**config.mk**
```make
export PLATFORM = sky130hd
export DESIGN_NAME = blowfish_feistel_core_flat
export DESIGN_NICKNAME = d
export VERILOG_FILES = /design/src/rtl/blowfish_feistel_core_pkg.sv /design/src/rtl/blowfish_feistel_core_if.sv /design/src/rtl/blowfish_feistel_core_key_mux.sv /design/src/rtl/blowfish_feistel_core.sv /design/src/flat_wrapper.sv
export SDC_FILE = /design/constraint.sdc
export NUM_CORES = 1
export LEC_CHECK = 0
export ABC_AREA = 1
export CORE_AREA = 2 2 405 407
export CTS_CLUSTER_DIAMETER = 60
export DETAILED_ROUTE_END_ITERATION = 8
export DIE_AREA = 0 0 407 409
export PLACE_DENSITY = 0.41
export SLEW_MARGIN = 20
export SYNTH_ARGS = -nofsm -noshare
export SYNTH_HDL_FRONTEND = slang
export SYNTH_SLANG_ARGS = --single-unit
export TNS_END_PERCENT = 1
```
**constraint.sdc**
```tcl
create_clock -name Clk -period 4.1 [get_ports Clk]
set_input_delay 0.82 -clock Clk [delete_from_list [all_inputs] [get_ports Clk]]
set_output_delay 0.82 -clock Clk [all_outputs]
set_load 0.005 [all_outputs]
```
**src/rtl/blowfish_feistel_core_pkg.sv**
```systemverilog
// Shared definitions for the Blowfish-style Feistel engine: FSM states, mode encoding, round-key index.
// Latency: none (types, constants and a pure function only).
// Backpressure: not applicable.
package blowfish_pkg;

    // Engine phases: load, request F, wait for F, final un-swap + whitening, hold result
    typedef enum logic [2:0] {
        IDLE  = 3'd0,
        REQ   = 3'd1,
        WAIT  = 3'd2,
        FINAL = 3'd3,
        DONE  = 3'd4
    } feistel_state_t;

    localparam logic MODE_ENC = 1'b0;
    localparam logic MODE_DEC = 1'b1;

    // Subkey used in round cnt; decryption walks the key schedule backwards
    function automatic int key_index(input int cnt, input logic decrypt, input int rounds);
        return (decrypt == MODE_DEC) ? (rounds + 1 - cnt) : cnt;
    endfunction

endpackage

```
**src/rtl/blowfish_feistel_core_if.sv**
```systemverilog
// Bundle of data-in, data-out, subkey and F-offload signals for the Feistel engine.
// Latency: none (wires only).
// Backpressure: in_valid/in_ready, out_valid/out_ready, ffunc_enable/ffunc_ready handshakes.
interface blowfish_feistel_core_if #(
    parameter int BLOCK_W = 128,
    parameter int ROUNDS  = 8
);
    localparam int HALF_W = BLOCK_W / 2;
    localparam int NK     = ROUNDS + 2;

    logic                   in_valid;
    logic                   in_ready;
    logic [BLOCK_W-1:0]     in_block;
    logic                   in_decrypt;
    logic                   out_valid;
    logic                   out_ready;
    logic [BLOCK_W-1:0]     out_block;
    logic                   skey_ready;
    logic [NK*HALF_W-1:0]   SubKeys;
    logic [HALF_W-1:0]      X;
    logic                   ffunc_enable;
    logic [HALF_W-1:0]      Y;
    logic                   ffunc_ready;

    // Environment side: supplies blocks, keys and F results
    modport master (
        output in_valid, in_block, in_decrypt, out_ready, skey_ready, SubKeys, Y, ffunc_ready,
        input  in_ready, out_valid, out_block, X, ffunc_enable
    );

    // Engine side
    modport slave (
        input  in_valid, in_block, in_decrypt, out_ready, skey_ready, SubKeys, Y, ffunc_ready,
        output in_ready, out_valid, out_block, X, ffunc_enable
    );

endinterface

```
**src/rtl/blowfish_feistel_core_key_mux.sv**
```systemverilog
// Selects subkey K[idx_i] out of the flattened subkey array.
// Latency: combinational.
// Backpressure: none.
module blowfish_key_mux #(
    parameter int HALF_W = 64,
    parameter int NK     = 10,
    parameter int IDX_W  = $clog2(NK)
)(
    input  logic [NK*HALF_W-1:0] sub_keys_i,
    input  logic [IDX_W-1:0]     idx_i,
    output logic [HALF_W-1:0]    key_o
);

    // One-hot compare per key slot; out-of-range indices read as zero
    always_comb begin
        key_o = '0;
        for (int i = 0; i < NK; i++) begin
            if (idx_i == IDX_W'(i)) begin
                key_o = sub_keys_i[i*HALF_W +: HALF_W];
            end
        end
    end

endmodule

```
**src/rtl/blowfish_feistel_core.sv**
```systemverilog
// Blowfish-style Feistel engine (encrypt/decrypt) with F offloaded over a req/ready handshake.
// Latency: 2*ROUNDS+2 cycles accept-to-out_valid when F answers in the enable cycle; one block in flight.
// Backpressure: in_ready low while busy or keys not ready; result held in DONE until out_ready.
// Optional: define BLOWFISH_ABORT_EN to add the abort input (returns a busy engine to IDLE).
module blowfish_feistel_core
    import blowfish_pkg::*;
#(
    parameter int BLOCK_W = 128,
    parameter int ROUNDS  = 8
)(
    input  logic Clk,
    input  logic RstN,
`ifdef BLOWFISH_ABORT_EN
    input  logic abort,
`endif
    blowfish_feistel_core_if.slave bus
);

    localparam int HALF_W = BLOCK_W / 2;
    localparam int NK     = ROUNDS + 2;
    localparam int CNT_W  = $clog2(ROUNDS + 1);
    localparam int KI_W   = $clog2(NK);

    feistel_state_t     state_q;
    logic [CNT_W-1:0]   cnt_q;
    logic               dec_q;
    logic [HALF_W-1:0]  l_q;
    logic [HALF_W-1:0]  r_q;
    logic [HALF_W-1:0]  x_q;
    logic               en_q;
    logic               ovld_q;
    logic [BLOCK_W-1:0] oblk_q;
    logic               live_q;

    logic [KI_W-1:0]    key_idx_d;
    logic [HALF_W-1:0]  k_round_d;
    logic [HALF_W-1:0]  k_fin_l_d;
    logic [HALF_W-1:0]  k_fin_r_d;
    logic [HALF_W-1:0]  fin_l_d;
    logic [HALF_W-1:0]  fin_r_d;
    logic               accept_d;

    assign key_idx_d = KI_W'(key_index(int'(cnt_q), dec_q, ROUNDS));

    blowfish_key_mux #(
        .HALF_W (HALF_W),
        .NK     (NK),
        .IDX_W  (KI_W)
    ) u_key_mux (
        .sub_keys_i (bus.SubKeys),
        .idx_i      (key_idx_d),
        .key_o      (k_round_d)
    );

    // Whitening keys are fixed slots: encrypt uses the two last keys, decrypt the two first
    assign k_fin_l_d = dec_q ? bus.SubKeys[0 +: HALF_W]
                             : bus.SubKeys[(ROUNDS+1)*HALF_W +: HALF_W];
    assign k_fin_r_d = dec_q ? bus.SubKeys[HALF_W +: HALF_W]
                             : bus.SubKeys[ROUNDS*HALF_W +: HALF_W];

    // FINAL swaps the halves back and whitens them in the same step
    assign fin_l_d = r_q ^ k_fin_l_d;
    assign fin_r_d = l_q ^ k_fin_r_d;

    // live_q keeps in_ready low until the first clock after reset release
    assign bus.in_ready = live_q && (state_q == IDLE) && bus.skey_ready;
    assign accept_d     = bus.in_valid && bus.in_ready;

    assign bus.X            = x_q;
    assign bus.ffunc_enable = en_q;
    assign bus.out_valid    = ovld_q;
    assign bus.out_block    = oblk_q;

    // First-clock marker for in_ready
    always_ff @(posedge Clk or negedge RstN) begin
        if (!RstN) begin
            live_q <= 1'b0;
        end else begin
            live_q <= 1'b1;
        end
    end

    // FSM, round counter and Feistel datapath; all outputs registered here
    always_ff @(posedge Clk or negedge RstN) begin
        if (!RstN) begin
            state_q <= IDLE;
            cnt_q   <= '0;
            dec_q   <= MODE_ENC;
            l_q     <= '0;
            r_q     <= '0;
            x_q     <= '0;
            en_q    <= 1'b0;
            ovld_q  <= 1'b0;
            oblk_q  <= '0;
        end else
`ifdef BLOWFISH_ABORT_EN
        if (abort && (state_q != IDLE)) begin
            // abort wins over any F result or consumer handshake in the same cycle
            state_q <= IDLE;
            cnt_q   <= '0;
            l_q     <= '0;
            r_q     <= '0;
            x_q     <= '0;
            en_q    <= 1'b0;
            ovld_q  <= 1'b0;
        end else
`endif
        begin
            case (state_q)
                IDLE: begin
                    if (accept_d) begin
                        l_q     <= bus.in_block[BLOCK_W-1:HALF_W];
                        r_q     <= bus.in_block[HALF_W-1:0];
                        dec_q   <= bus.in_decrypt;
                        cnt_q   <= '0;
                        state_q <= REQ;
                    end
                end
                REQ: begin
                    x_q     <= l_q ^ k_round_d;
                    en_q    <= 1'b1;
                    state_q <= WAIT;
                end
                WAIT: begin
                    // X and the request stay put until F answers
                    if (bus.ffunc_ready) begin
                        l_q     <= r_q ^ bus.Y;
                        r_q     <= x_q;
                        en_q    <= 1'b0;
                        cnt_q   <= cnt_q + CNT_W'(1);
                        state_q <= (cnt_q == CNT_W'(ROUNDS - 1)) ? FINAL : REQ;
                    end
                end
                FINAL: begin
                    l_q     <= fin_l_d;
                    r_q     <= fin_r_d;
                    oblk_q  <= {fin_l_d, fin_r_d};
                    ovld_q  <= 1'b1;
                    state_q <= DONE;
                end
                DONE: begin
                    if (bus.out_ready) begin
                        ovld_q  <= 1'b0;
                        state_q <= IDLE;
                    end
                end
                default: begin
                    state_q <= IDLE;
                end
            endcase
        end
    end

endmodule

```
**src/flat_wrapper.sv**
```systemverilog
// flat-port wrapper written by rule: the top's interface ports become plain ports
module blowfish_feistel_core_flat import blowfish_pkg::*;
#(
    parameter int BLOCK_W = 128,
    parameter int ROUNDS  = 8
)
  (Clk, RstN, bus_in_valid, bus_in_block, bus_in_decrypt, bus_out_ready, bus_skey_ready, bus_SubKeys, bus_Y, bus_ffunc_ready, bus_in_ready, bus_out_valid, bus_out_block, bus_X, bus_ffunc_enable);
  blowfish_feistel_core_if #(.BLOCK_W(BLOCK_W), .ROUNDS(ROUNDS)) bus_i ();
  input  logic Clk;
  input  logic RstN;
  input wire logic [$bits(bus_i.in_valid)-1:0] bus_in_valid;
  input wire logic [$bits(bus_i.in_block)-1:0] bus_in_block;
  input wire logic [$bits(bus_i.in_decrypt)-1:0] bus_in_decrypt;
  input wire logic [$bits(bus_i.out_ready)-1:0] bus_out_ready;
  input wire logic [$bits(bus_i.skey_ready)-1:0] bus_skey_ready;
  input wire logic [$bits(bus_i.SubKeys)-1:0] bus_SubKeys;
  input wire logic [$bits(bus_i.Y)-1:0] bus_Y;
  input wire logic [$bits(bus_i.ffunc_ready)-1:0] bus_ffunc_ready;
  output wire logic [$bits(bus_i.in_ready)-1:0] bus_in_ready;
  output wire logic [$bits(bus_i.out_valid)-1:0] bus_out_valid;
  output wire logic [$bits(bus_i.out_block)-1:0] bus_out_block;
  output wire logic [$bits(bus_i.X)-1:0] bus_X;
  output wire logic [$bits(bus_i.ffunc_enable)-1:0] bus_ffunc_enable;
  assign bus_i.in_valid = bus_in_valid;
  assign bus_i.in_block = bus_in_block;
  assign bus_i.in_decrypt = bus_in_decrypt;
  assign bus_i.out_ready = bus_out_ready;
  assign bus_i.skey_ready = bus_skey_ready;
  assign bus_i.SubKeys = bus_SubKeys;
  assign bus_i.Y = bus_Y;
  assign bus_i.ffunc_ready = bus_ffunc_ready;
  assign bus_in_ready = bus_i.in_ready;
  assign bus_out_valid = bus_i.out_valid;
  assign bus_out_block = bus_i.out_block;
  assign bus_X = bus_i.X;
  assign bus_ffunc_enable = bus_i.ffunc_enable;
  blowfish_feistel_core #(.BLOCK_W(BLOCK_W), .ROUNDS(ROUNDS)) u_core (.Clk(Clk), .RstN(RstN), .bus(bus_i));
endmodule
```
After elaboration in Yosys (flattened, before gate mapping)
Cells that the tools add are included.
Storage, ports and cells
  input bits: 839
  logic and storage cells: 79
  output and inout port bits: 195
  bits in registers: 331
Operators by class
  mux-type cells: 31
  equal/unequal tests: 17
  $add $sub $neg: 2
  bitwise operators: 4
  reductions and logical operators: 15
Operators with widths (number)
  two-way mux 64 bit: 16
  case mux 64 bit (3 select lines): 2
  bitwise XOR 64 bit: 4
  equality test 4 x 3 -> 1 bit, second input constant: 5
  case mux 3 bit (5 select lines): 1
  two-way mux 4 bit: 3
  two-way mux 3 bit: 3
  AND reduction 3 bit: 3
  equality test 4 x 2 -> 1 bit, second input constant: 2
  equality test 4 bit, second input constant: 2
  case mux 4 bit (2 select lines): 1
  equality test 3 x 2 -> 1 bit, second input constant: 2
  AND reduction 2 bit: 3
  nonzero test 2 bit: 3
  adder 4 x 1 -> 4 bit, second input constant: 1
  equality test 4 x 1 -> 1 bit, second input constant: 1
  logical NOT 4 bit: 1
  inequality test 2 bit, second input constant: 2
  case mux 1 bit (2 select lines): 2
  subtractor 4 bit, first input constant: 1
  equality test 3 x 1 -> 1 bit, second input constant: 1
  equality test 3 bit, second input constant: 1
  logical AND 1 bit: 3
  logical NOT 3 bit: 1
  other kinds (4): 5

Longest topological paths before layout
  depth after elaboration: 14
  gate-level depth with buffers: 20
  gate-level depth less buffers: 19

Hierarchy
Synthesis repeated with hierarchy kept, for this count alone.
Second synthesis, totals
  cells, all modules: 4285
  area, all modules: 25024.0 um^2
Modules (own cells, without submodules)
  blowfish_feistel_core: seq. area each 8282.9 um^2, times used 1, cells an instance 3097, area each 19975.4 um^2
  blowfish_key_mux: seq. area each 0.0 um^2, times used 1, cells an instance 1188, area each 5048.6 um^2

Worst setup path before layout
Ideal clock, no wire load.
  path type: reg-to-reg
  start point: reg u_core.cnt_q[1]
  end point: reg u_core.x_q[32] (netlist: u_core.bus.X[32])
  period minus slack after synthesis: 2.267 ns
  setup slack: 1.833 ns
  arrival time: 2.149 ns
  data required time: 3.983 ns
  cell stages (with the launch flop): 13
  setup time: 0.117 ns
  path buffers: 2
  cells stage by stage: dfrtp_1 inv_1 ha_1 nand2_1 nand2_4 nor4_2 buf_2 clkbuf_1 a21oi_1 nand3_1 nand3_1 nand3_1 nand2_1
Between the ends
  word-level cells in the longest chain between the ends: 14
  elaborated cells on any way between the ends: 23
  those cells by class: add/sub: 1; eq/ne: 9; mux: 11; bitwise: 1; reduce/logical: 1
Ends and longest elaborated chain
  start, declared: line blowfish_feistel_core.sv:25  | logic [CNT_W-1:0] cnt_q;
  start signal, assigned: line blowfish_feistel_core.sv:130  | cnt_q <= cnt_q + CNT_W'(1);
  subtractor 4 bit: line blowfish_feistel_core_pkg.sv:20  | return (decrypt == MODE_DEC) ? (rounds + 1 - cnt) : cnt;
  two-way mux 4 bit (*): line blowfish_feistel_core_pkg.sv:20
  logical NOT 4 bit: line blowfish_feistel_core_key_mux.sv:18  | if (idx_i == IDX_W'(i)) begin
  two-way mux 64 bit (9 in series): line blowfish_feistel_core_key_mux.sv:18
  two-way mux 64 bit (*): line blowfish_feistel_core_key_mux.sv:18
  bitwise XOR 64 bit (*): line blowfish_feistel_core.sv:120  | x_q <= l_q ^ k_round_d;
  end signal, assigned: line blowfish_feistel_core.sv:120
  end, declared: line blowfish_feistel_core.sv:29  | logic [HALF_W-1:0] x_q;
Every way passes the cells marked *; elsewhere a longest branch is shown, timed or not.
A chain may end at the register's enable or synchronous reset.

Worst setup path after layout
  start point: reg u_core.cnt_q[1]
  end point: reg u_core.x_q[46] (netlist: u_core.bus.X[46])
The elaborated chain is that of the path after synthesis.

==> impl_metrics.json <==
{
  "outcome": "complete, no violations",
  "layout.cells.most_common": "sky130_fd_sc_hd__nand2_1",
  "synth_cell_types": 35,
  "crit_path_max_incr_delay_ps": 720,
  "post_route_cells_drive_above_1_share_pct": 8.988,
  "layout.cells.non_filler": 6675,
  "p_leak_nw": 16.46,
  "ys_ff_latch": 331,
  "clock_tree.root_cell": "sky130_fd_sc_hd__clkbuf_16",
  "first_pass_grt_wire_length_um": 247300,
  "critPathCaptureType": "register",
  "cell_count_post_placement": 6547,
  "numnets_final": 5278,
  "critical_path.cell_chain": "inv_1, ha_1, nand2_1, nand2_4, a21oi_4, nand2_8, buf_4, o21ai_1, nand4_1, nand2_1, nand3_1, nand2_1, nand2_1, nand3_1, nand2_1",
  "postRouteAntennaNets": 0,
  "timing_worst_slew_pin_value_ps": 1008,
  "die_h_um": 409,
  "most_frequent_cells_in_the_layout": "1,266 x sky130_fd_sc_hd__nand2_1, 1,032 x sky130_fd_sc_hd__clkdlybuf4s50_1, 343 x sky130_fd_sc_hd__nand3_1",
  "remaining_drc_errors": 0,
  "core_ar_sq_um": 162000,
  "crit_type": "register to register",
  "power.ir.vdd_worst_v": 0.0002965,
  "final_count_of_hold_timing_violations": 0,
  "cts_made_buffers": 60,
  "cpMostUsedCell": "sky130_fd_sc_hd__nand2_1",
  "vias_in_the_first_global_route": 29114,
  "std_cell_rows": 148,
  "max_clk_rate_mhz": 265.1,
  "final_min_period_over_clock_period_pct": 91.99,
  "synthToLayoutAreaGrowth_pct": 66.22,
  "gr-total-overflow": 0,
  "wirelength_um": 185900,
  "clkSlewWorstSetupHoldPaths_ps": 60,
  "synth_area_sq_um": 23280,
  "die_area_sq_um": 166500,
  "cts_tree": "yes",
  "timing.slew.headroom_pct": 32.79,
  "synthesis.yosys.warnings": 0,
  "worstSetupStartpointType": "register",
  "slowest_stage": "sky130_fd_sc_hd__o21ai_1",
  "cts-resized-gates": 0,
  "routabilityCongestion": 0.9118,
  "placed_area_sq_um": 36540,
  "cts.path.max_buffers": 3,
  "final_clock_skew_ps": 40.21,
  "first_pass_iters": 6,
  "timing.hold.ws_ps": 175.1,
  "power_per_cell_area_nw_per_um2": 505.1,
  "initial_antenna_violation_count": 66,
  "max_cap_viol_count": 0,
  "report.final.slew_viol_count": 0,
  "setup_viol": 0,
  "detailed_route_vias_per_instance": 4.349,
  "floorplan.initialDensity_pct": 14.37,
  "cp.buffers_inverters": 2,
  "route.detailed.wl_per_inst_um": 27.85,
  "route.vias.total": 29031,
  "fin_setup_tns_ps": 0,
  "floorplan.io_pins": 1034,
  "initialDrtViolationCount": 2519,
  "cp_max_fo": 41,
  "dpl.hpwl_um": 147700,
  "rsz_0062_raised_after_global_routing": "no",
  "clk_sinks": 331,
  "cts_hold_repair.buffers": 0,
  "grt_start_max_net_pins": 117,
  "clock_latency_ps": 640,
  "critPathArrivalTime_ps": 4310,
  "synth_cells": 3458,
  "critPathRequiredTime_ps": 4630,
  "synth_nets": 4300,
  "synth.avg_cell_area_sq_um": 6.732,
  "final_cell_area_sq_um": 38690,
  "grtUsageTotal_pct": 21.48,
  "io_buffer_count": 1033,
  "final_util_pct": 23.88,
  "finalCriticalPeriod_ps": 3772,
  "cpLargestDelayFamily": "simple AND/OR/NAND/NOR gates",
  "die_width_um": 407,
  "hold_path_class": "primary input to async pin",
  "htree_num_levels": 2,
  "synth.yosys.seq_area_share_pct": 35.58
}
-- worst paths after layout --
| check | endpoint | slack [ps] | startpoint | cells after the start |
|---|---|---|---|---|
| worst max-delay path | u_core.bus.X[46]$_DFFE_PN0P_ | 330 | u_core.cnt_q[1]$_DFFE_PN0P_ | 15 |
| min in group Clk | u_core.bus.ffunc_enable$_DFFE_PN0P_ | 480 | u_core.bus.ffunc_enable$_DFFE_PN0P_ | 2 |
| worst min-delay path | u_core.bus.out_block[93]$_DFFE_PN0P_ | 180 | RstN | 1 |
| worst max register to register | u_core.bus.X[46]$_DFFE_PN0P_ | 330 | u_core.cnt_q[1]$_DFFE_PN0P_ | 15 |
| worst min register to register | u_core.bus.ffunc_enable$_DFFE_PN0P_ | 480 | u_core.bus.ffunc_enable$_DFFE_PN0P_ | 2 |
| max in group asynchronous | u_core.l_q[4]$_DFFE_PN0P_ | 2810 | RstN | 2 |
-- metrics by stage --
step | total power, mW | worst slack, ps
floorplan | 8.990 | 1833
global placement | 14.16 | 155.4
detailed placement | 14.20 | 111.8
CTS | 19.76 | 80.74
global route | 20.72 | 123.6
finish | 19.54 | 328.3
-- metal layers --
metal / global-route usage, % / wire (um) / up-vias
met3: 4.382 / 12510 / 254
met2: 36.43 / 88890 / 1216
met1: 27.27 / 79090 / 14155
li1: - / - / 13386
met4: 6.143 / 5277 / 20
met5: 0 / 144 / -
-- state kept, by name, summed over array words and instances (netlist names) --
name                     cells
u_core.bus.ffunc_enable      1
u_core.bus.out_valid         1
u_core.live_q                1
u_core.bus.out_block       128
u_core.r_q                  64
u_core.cnt_q                 4
u_core.dec_q                 1
u_core.l_q                  64
u_core.bus.X                64
u_core.state_q               3
-- report_power, final --
part           switching, mW  leakage, nW  total, mW  internal [mW]
Sequential              1.02         3.54       5.26           4.24
Clock                   2.07         1.01       5.42           3.34
Combinational           5.15         11.9       8.87           3.71
-- synth_stat cells --
cell / n / share of area, %
sky130_fd_sc_hd__nor3_1: 1 / 0.021
sky130_fd_sc_hd__nor2_2: 3 / 0.081
sky130_fd_sc_hd__nand2_4: 2 / 0.097
sky130_fd_sc_hd__a41oi_1: 128 / 4.8
sky130_fd_sc_hd__inv_4: 1 / 0.027
sky130_fd_sc_hd__nand3_2: 1 / 0.043
sky130_fd_sc_hd__o221a_2: 1 / 0.048
sky130_fd_sc_hd__ha_1: 3 / 0.16
sky130_fd_sc_hd__o21bai_1: 10 / 0.32
sky130_fd_sc_hd__buf_1: 4 / 0.064
sky130_fd_sc_hd__or2_2: 179 / 4.8
sky130_fd_sc_hd__nor2_4: 2 / 0.097
sky130_fd_sc_hd__buf_2: 52 / 1.1
sky130_fd_sc_hd__a21o_1: 64 / 2.1
sky130_fd_sc_hd__nor4_2: 1 / 0.054
sky130_fd_sc_hd__clkbuf_1: 145 / 2.3
sky130_fd_sc_hd__nand2_1: 1266 / 20
sky130_fd_sc_hd__o31ai_1: 1 / 0.032
sky130_fd_sc_hd__nor3_2: 1 / 0.043
sky130_fd_sc_hd__nand3_1: 344 / 7.4
sky130_fd_sc_hd__nand4_1: 53 / 1.4
sky130_fd_sc_hd__conb_1: 1 / 0.016
sky130_fd_sc_hd__nor2_1: 210 / 3.4
sky130_fd_sc_hd__a21oi_1: 127 / 2.7
sky130_fd_sc_hd__inv_1: 199 / 3.2
sky130_fd_sc_hd__o21ai_0: 154 / 3.3
sky130_fd_sc_hd__nand2_2: 5 / 0.13
sky130_fd_sc_hd__o21ai_1: 30 / 0.64
sky130_fd_sc_hd__xor2_1: 64 / 2.4
sky130_fd_sc_hd__buf_4: 2 / 0.064
sky130_fd_sc_hd__a21oi_4: 1 / 0.070
sky130_fd_sc_hd__dfrtp_1: 331 / 36
sky130_fd_sc_hd__inv_2: 1 / 0.016
sky130_fd_sc_hd__mux2i_1: 65 / 2.8
sky130_fd_sc_hd__or2_0: 6 / 0.16
-- final cells by class --
class,count,area [sq um]
diodes,16,40.04
fillers,18047,123300
flip-flops and latches,331,8287
inverters,201,773.2
multi-input cells,2723,13510
repair buffers,1119,11270
clock buffers,72,1628
well taps,2175,2721
clock inverters,38,471.7
-- cells by family after synthesis --
kind of cell	Yosys count	synth area share [%]
AOI/OAI and AO/OA	516	14.04
xor gates and xnor gates	64	2.408
adders and majority gates	3	0.1613
buffers and inverters	404	6.837
DFF	331	35.58
muxes	65	2.795
other	1	0.01611
and+or+nand+nor	2074	38.16
-- what timing repair did --
action / in CTS / in global routing
setup endpoints to repair: 0 / 3
setup buffers: 0 / 2
endpoints found under the hold margin: 0 / 0
-- worst reg2reg max path: stages, from the launching register on --
cell and delay (ps):
sky130_fd_sc_hd__dfrtp_1 530, sky130_fd_sc_hd__inv_1 130, sky130_fd_sc_hd__ha_1 300, sky130_fd_sc_hd__nand2_1 100
sky130_fd_sc_hd__nand2_4 110, sky130_fd_sc_hd__a21oi_4 320, sky130_fd_sc_hd__nand2_8 60, sky130_fd_sc_hd__buf_4 340
sky130_fd_sc_hd__o21ai_1 750, sky130_fd_sc_hd__nand4_1 300, sky130_fd_sc_hd__nand2_1 310, sky130_fd_sc_hd__nand3_1 150
sky130_fd_sc_hd__nand2_1 80, sky130_fd_sc_hd__nand2_1 50, sky130_fd_sc_hd__nand3_1 60, sky130_fd_sc_hd__nand2_1 60
No activity file was read; power rests on OpenSTA's default activity.
